==> src/rtl/param_rr_arbiter.sv <==
// Round-robin arbiter sharing one registered data/id output stage among NUM_REQ requesters.
// Optional burst mode (repeat grants to the previous winner) is enabled by PARAM_ARB_BURST_EN.
module param_rr_arbiter #(
   parameter int NUM_REQ    = 4,
   parameter int DATA_WIDTH = 32,
   parameter int ID_WIDTH   = 8,
   parameter int MAX_BURST  = 4
) (
   input  logic                          clk,
   input  logic                          rst,
   input  logic [NUM_REQ-1:0]            req_valid,
   input  logic [NUM_REQ*DATA_WIDTH-1:0] req_data,
   input  logic [NUM_REQ*ID_WIDTH-1:0]   req_id,
   output logic [NUM_REQ-1:0]            req_ready,
   output logic                          out_valid,
   output logic [DATA_WIDTH-1:0]         out_data,
   output logic [ID_WIDTH-1:0]           out_id,
   output logic [$clog2(NUM_REQ)-1:0]    out_src,
   input  logic                          out_ready
);

   localparam int SRC_W = $clog2(NUM_REQ);

   if (NUM_REQ < 2 || NUM_REQ > 16) begin : g_bad_num_req
      $error("param_rr_arbiter: NUM_REQ must be in 2..16");
   end
   if (MAX_BURST < 1) begin : g_bad_max_burst
      $error("param_rr_arbiter: MAX_BURST must be at least 1");
   end

   logic             load_en;
   logic             any_valid;
   logic [SRC_W-1:0] ptr;
   logic [SRC_W-1:0] rr_winner;
   logic [SRC_W-1:0] winner;
   logic [SRC_W-1:0] cand;

   assign load_en   = !out_valid || out_ready;
   assign any_valid = |req_valid;

   // First valid requester after ptr, wrapping modulo NUM_REQ.
   // NOTE: every always_comb output gets a default first so no latch is inferred.
   always_comb begin
      rr_winner = '0;
      cand      = '0;
      for (int k = NUM_REQ; k >= 1; k--) begin
         cand = SRC_W'((int'(ptr) + k) % NUM_REQ);
         if (req_valid[cand]) rr_winner = cand;
      end
   end

`ifdef PARAM_ARB_BURST_EN
   localparam int CNT_W = $clog2(MAX_BURST) + 1;

   logic [CNT_W-1:0] burst_cnt;
   logic             has_prev;
   logic             burst_hold;

   // has_prev keeps the reset value of ptr from being mistaken for a previous winner.
   assign burst_hold = has_prev && req_valid[ptr] && (int'(burst_cnt) < MAX_BURST - 1);
   assign winner     = burst_hold ? ptr : rr_winner;
`else
   assign winner = rr_winner;
`endif

   always_comb begin
      req_ready = '0;
      if (!rst && load_en && any_valid) req_ready[winner] = 1'b1;
   end

   // NOTE: sequential state uses non-blocking assignments so every register samples pre-edge values.
   always_ff @(posedge clk) begin
      if (rst) begin
         out_valid <= 1'b0;
         out_data  <= '0;
         out_id    <= '0;
         out_src   <= '0;
         ptr       <= SRC_W'(NUM_REQ - 1);
`ifdef PARAM_ARB_BURST_EN
         burst_cnt <= '0;
         has_prev  <= 1'b0;
`endif
      end else if (load_en) begin
         if (any_valid) begin
            out_valid <= 1'b1;
            out_data  <= req_data[int'(winner)*DATA_WIDTH +: DATA_WIDTH];
            out_id    <= req_id[int'(winner)*ID_WIDTH +: ID_WIDTH];
            out_src   <= winner;
            ptr       <= winner;
`ifdef PARAM_ARB_BURST_EN
            burst_cnt <= burst_hold ? burst_cnt + CNT_W'(1) : '0;
            has_prev  <= 1'b1;
`endif
         end else begin
            // Either drained by out_ready or already empty.
            out_valid <= 1'b0;
         end
      end
   end

endmodule
==> config.mk <==
export PLATFORM = sky130hd
export DESIGN_NAME = param_rr_arbiter
export DESIGN_NICKNAME = d
export VERILOG_FILES = /design/src/rtl/param_rr_arbiter.sv
export SDC_FILE = /design/constraint.sdc
export NUM_CORES = 1
export LEC_CHECK = 0
export ABC_CLOCK_PERIOD_IN_PS = 1880
export CORE_AREA = 3 3 82 84
export CTS_CLUSTER_SIZE = 24
export DETAILED_ROUTE_END_ITERATION = 10
export DIE_AREA = 0 0 85 87
export DONT_BUFFER_PORTS = 1
export PLACE_DENSITY = 0.74
export SYNTH_ARGS = -nofsm -noshare
export SYNTH_HDL_FRONTEND = slang
export SYNTH_SLANG_ARGS = --single-unit
==> constraint.sdc <==
create_clock -name clk -period 1.88 [get_ports clk]
set_input_delay 0.376 -clock clk [delete_from_list [all_inputs] [get_ports clk]]
set_output_delay 0.376 -clock clk [all_outputs]
set_load 0.02 [all_outputs]
### After elaboration in Yosys (flattened, before gate mapping)

Index checks and enable logic that the tools add are counted.

| operators by class | value |
|---|---|
| add/subtract/negate cells | 4 |
| magnitude comparators | 6 |
| shifts and indexed selects | 2 |
| mux-type cells | 16 |
| reduce and logical (&&, ||, !) cells | 8 |

Operators with widths:

| kind | count |
|---|---|
| 128-bit by 8-bit variable part select with 32-bit output | 1 |
| 32-bit by 6-bit variable part select with 8-bit output | 1 |
| 2-bit by 3-bit less-than comparator with 1-bit output (second input constant) | 5 |
| 1-bit binary-select mux with 2-bit select | 4 |
| 2-bit two-way mux | 4 |
| 1-bit two-way mux | 6 |
| 2-bit by 1-bit adder with 2-bit output (second input constant) | 2 |
| 2-bit adder (second input constant) | 2 |
| 4-bit two-way mux | 1 |
| 4-bit OR reduction | 1 |
| 1-bit logical AND | 3 |
| 1-bit demux with 2-bit select | 1 |
| 2-bit by 1-bit >= comparator with 1-bit output (second input constant) | 1 |
| 1-bit logical NOT | 2 |
| 2-bit AND reduction | 1 |
| 1-bit logical OR | 1 |

| storage, ports and cells | value |
|---|---|
| flip-flop bits (word level) | 45 |
| input bits | 167 |
| output and inout bits | 47 |
| word-level logic and storage cells | 41 |

### Longest topological paths before layout

| logic depth | value |
|---|---|
| depth after elaboration | 12 |
| mapped depth | 7 |
| depth with buffers taken out | 5 |

### Least setup slack after synthesis

OpenSTA, ideal clock, no wires.

| timing path | value |
|---|---|
| kind | register to output |
| start point | register out_valid |
| end point | output req_ready[1] |
| arrival time | 1.709 ns |
| required time | 1.504 ns |
| path slack | -0.205 ns |
| cell stages (with the launch flop) | 6 |
| buffers on the path | 2 |
| path through | dfxtp_1 nor2b_1 or3_1 buf_2 buf_2 nor3_1 |

| between the ends | value |
|---|---|
| cells in the longest elaborated chain, start to end | 5 |

Ends and longest elaborated chain:

| what | RTL line | RTL |
|---|---|---|
| from (decl) | 15 | `output logic out_valid,` |
| from (signal assigned) | 74 | `out_valid <= 1'b0;` |
| from (signal assigned) | 85 | `out_valid <= 1'b1;` |
| from (signal assigned) | 96 | `out_valid <= 1'b0;` |
| 1-bit logical NOT | 38 | `assign load_en = !out_valid \|\| out_ready;` |
| 1-bit logical OR | 38 |  |
| 1-bit logical AND (2 in a row) | 68 | `if (!rst && load_en && any_valid) req_ready[winner] = 1'b1;` |
| 4-bit two-way mux | 68 |  |
| to (decl) | 14 | `output logic [NUM_REQ-1:0] req_ready,` |

No other way between the ends.

### Worst setup path in the final report

| timing path | value |
|---|---|
| start point | register ptr[0] |
| end point | output req_ready[1] |

| between the ends | value |
|---|---|
| cells in the longest elaborated chain, start to end | 12 |
| elaborated cells between the ends (all ways) | 22 |

Ends and longest elaborated chain:

| what | RTL line | RTL |
|---|---|---|
| from (decl) | 33 | `logic [SRC_W-1:0] ptr;` |
| from (signal assigned) | 78 | `ptr <= SRC_W'(NUM_REQ - 1);` |
| from (signal assigned) | 89 | `ptr <= winner;` |
| 2-bit by 1-bit adder with 2-bit output | 47 | `cand = SRC_W'((int'(ptr) + k) % NUM_REQ);` |
| 1-bit binary-select mux with 2-bit select | 48 | `if (req_valid[cand]) rr_winner = cand;` |
| 1-bit two-way mux (implied by the code) | 48 |  |
| 2-bit two-way mux (3 in a row) | 48 |  |
| 2-bit two-way mux * | 48 |  |
| 2-bit by 3-bit less-than comparator with 1-bit output (implied by the code) / 2-bit by 1-bit >= comparator with 1-bit output (equally long branches) | 68 |  |
| 1-bit logical AND (implied by the code) | 68 |  |
| 1-bit two-way mux (implied by the code) | 68 |  |
| 1-bit demux with 2-bit select * | 68 |  |
| 4-bit two-way mux * | 68 |  |

Mark *: on every way between the ends. The rest lies on a longest branch, timed or not. The select of a mux whose other input is x is not followed.

==> results.md <==
* Global-route wire length before repair at 14.15 mm
* Share of the synthesized area in the top cell type at 27.64%
* DRT Pass-1 Iters at 4
* IO buf count at 0
* Complex-gate fraction of the synthesized area at 15.28%
* Hold Crit Class: in -> reg
* Fin crit period at 2046 ps
* Yosys top cell by area: dfxtp_1
* Crit path max fanout at 6
* Routability cong. at 0.7643
* Final HPWL DP at roughly 6.9 mm
* Clk Latency, worst-skew pair at 290 ps
* Die width at ~85 um
* Fin worst setup slack at -166.0 ps
* Post-Synth Adder-Cell Area at 0%
* Die ar. at between 7000 and 8000 um2
* Arr. time, crit path at about 1700 ps
* Post-synthesis xor/xnor area fraction at 0%
* Total congestion overflow at 0
* Delay-heaviest family, CP: compound AO/OA/AOI/OAI gates
* DRC at 0
* TritonCTS Buffers at 5
* Setup crit start kind: register
* Cts hold-fix bufs at 0
* Vias per inst at 6.425
* Required time worst endpoint at ~1500 ps
* CP peak stage delay at 340 ps
* Final setup TNS at -1677 ps
* DR WL met2 at 5.441 mm
* FILL cells at 460
* CP most frequent cell: buf_6
* Design area at 3995 um2
* CP Buf/Inv Count at 3
* Simple-Gate Fraction of Synth Area at 19.39%
* Ys Warns at 0
* Area of the multi-input gates at 2370 um2
* Top routing layer in use: met4
* Synth Register Bits at 45
* MaxCap Viol Count at 0
* Wirelength per Cell at 22.42 um
* Largest family of logic cells by synthesized area: multiplexers
* Crit-path slowest cell: dfxtp_2
* Syn Nets at 506
* Post-Place Setup Slack at -37.54 ps
* H-tree depth at 2
* Nets at 525
* P&R area growth vs syn at 22.57%
* Outcome: finished with violations
* Failing checks: negative setup slack
* Power Density at approximately 810 nW/um2
* Share of layout cells above drive strength 1 at 41.90%
* Post-synthesis sequential area ratio at between 20 and 30%
* DRT iter0 DRCs at 100
* P_leak at ~1.6 nW
* Unrepaired setup endpoints after global routing: true
* Clock transition at the registers of the reported paths at 80 ps
* Antenna diodes at 0
* CTS tree: built
* F_max at 0.4888 GHz
* Root buffer cell: clkbuf_8
* Mux cell area share after synthesis at around 31%
* Cell Chain, Critical Path: and2b_4 > a21o_1 > a211oi_4 > buf_6 > buf_6 > nor3_4 > buf_6
* Total Routing Usage GR at 23.82%
* Antenna-violating nets left at 0
* Die Ht at a little under 90 um
* Via count at 2782
* Synthesized area at between 3000 and 4000 um2
* Most frequent cells in the layout: 52 x nand3_1, 44 x mux2i_1, 43 x dfxtp_1, 27 x mux2_4, 25 x nand2_1
* CTS sink cnt at 45
* Initial core utilization at between 50% and 60%
* Vias in the first global route at 2804
* FF/Latch Area at 905.9 um2
* Maximum VDD drop at 391.1 uV
* Slew @ Worst Pin at about 430 ps
* Hold_ws at between 150 and 200 ps
* Core region area at 5991 um2
* Gate Count Post-Synth at 339
* Slew Limit Fails at 0
* Distinct cells, synth at 39
* Final Hold Fails at 0
* Routed wire length at 9.709 mm
* Post-Route Skew at approximately 2.8 ps
* Placed instance area at 3455 um2
* Setup violators final at 24
* Bufs on Longest Clock Path at 2
* Worst slew margin at between 70% and 80%
* Commonest non-fill, non-tap cell in the layout: nand3_1
* CP Class: reg -> out
* # rows at 28
* Met3 WL post-DR at a little over 700 um
* Top cells by area, synth: dfxtp_1 28%, mux2i_1 17%, mux2_2 10%
* Largest net degree at the start of global routing at 43
* Ports at 214
* Wl on met1 at 3.411 mm
* Crit path capture type: output port
* Avg Synthesized Cell Area at 9.615 um2
* Fin crit share at 108.8%
* Initial antenna violation count at 0
[sequential cells by signal (all words and copies together), names as in the netlist]
| register | cells |
|---|---|
| out_src | 2 |
| ptr | 2 |
| out_valid | 1 |
| out_data | 32 |
| out_id | 8 |
[metrics by stage]
step	utilization, %	power, W	cells
2_1_floorplan	-	0.002146	339
3_3_place_gp	57.67	0.002318	412
3_5_place_dp	57.67	0.002351	412
4_1_cts	62.74	0.003126	428
5_1_grt	66.69	0.003404	433
6_report	66.69	0.003240	433
[cell usage after synthesis (all sizes together)]
cell and count:
nor2 9, a21oi 3, nor2b 1, o221a 1, and2b 1, or3 1, buf 28, and3 1
nand3b 14, nor4 1, nand2b 4, o221ai 1, a21o 1, o21ai 15, clkbuf 4, mux2i 54
and2 2, mux2 40, dfxtp 45, inv 1, a211oi 1, a211o 1, nand2 26, a221o 1
nor3 4, nand3 52, o211ai 25, o21bai 1, or2 1
[final timing paths]
check         start      endpoint  slack, ps  depth (start not counted)
min reg2reg  ptr[0]        ptr[0]        510                          2
max          ptr[0]  req_ready[1]       -170                          7
max reg2reg  ptr[0]   out_data[4]        -80                          9
min             rst     out_valid        150                          1
[logic make-up (layout without fill, tap and decap cells)]
logic type             Yosys count  count (layout)
AO/OA/AOI/OAI                   50              50
flip-flops                      45              45
multiplexers                    94              94
buffers and inverters           33              52
AND/OR/NAND/NOR                117             117
[layer usage]
layer  vias to the layer above  global-route usage, %
met5                         -                      0
met4                         0                  6.331
met3                        12                  4.825
met2                       138                  46.05
met1                      1344                  26.23
li1                       1288                      -
[layout make-up]
class	instances	share of cell area (%)
repair buffers	44	13.40
multi-input cells	261	59.32
well taps	75	2.349
inverters	1	0.09396
clock buffers	7	2.161
flip-flops and latches	45	22.67
[worst register-to-register path, delay by kind of cell, from the launching register on]
kind                   cells  cell delay (ps)
buffers and inverters      4              560
AOI/OAI and AO/OA          3              520
DFF                        1              340
muxes                      1              230
and+or+nand+nor            1              190
[power by group]
part | total [W] | internal, W | switching (W)
sequential | 0.00137 | 0.00109 | 0.000273
combinational | 0.00127 | 0.000716 | 0.000551
clock | 0.000607 | 0.000292 | 0.000315
total | 0.00324 | 0.00210 | 0.00114
[timing repair]
action                     CTS  global route
pin swaps                    1             1
setup endpoints to repair   23            37
buffers inserted             7             8
cloned                       3             1
resized for setup           21            45
No activity file was read; power rests on OpenSTA's default activity.
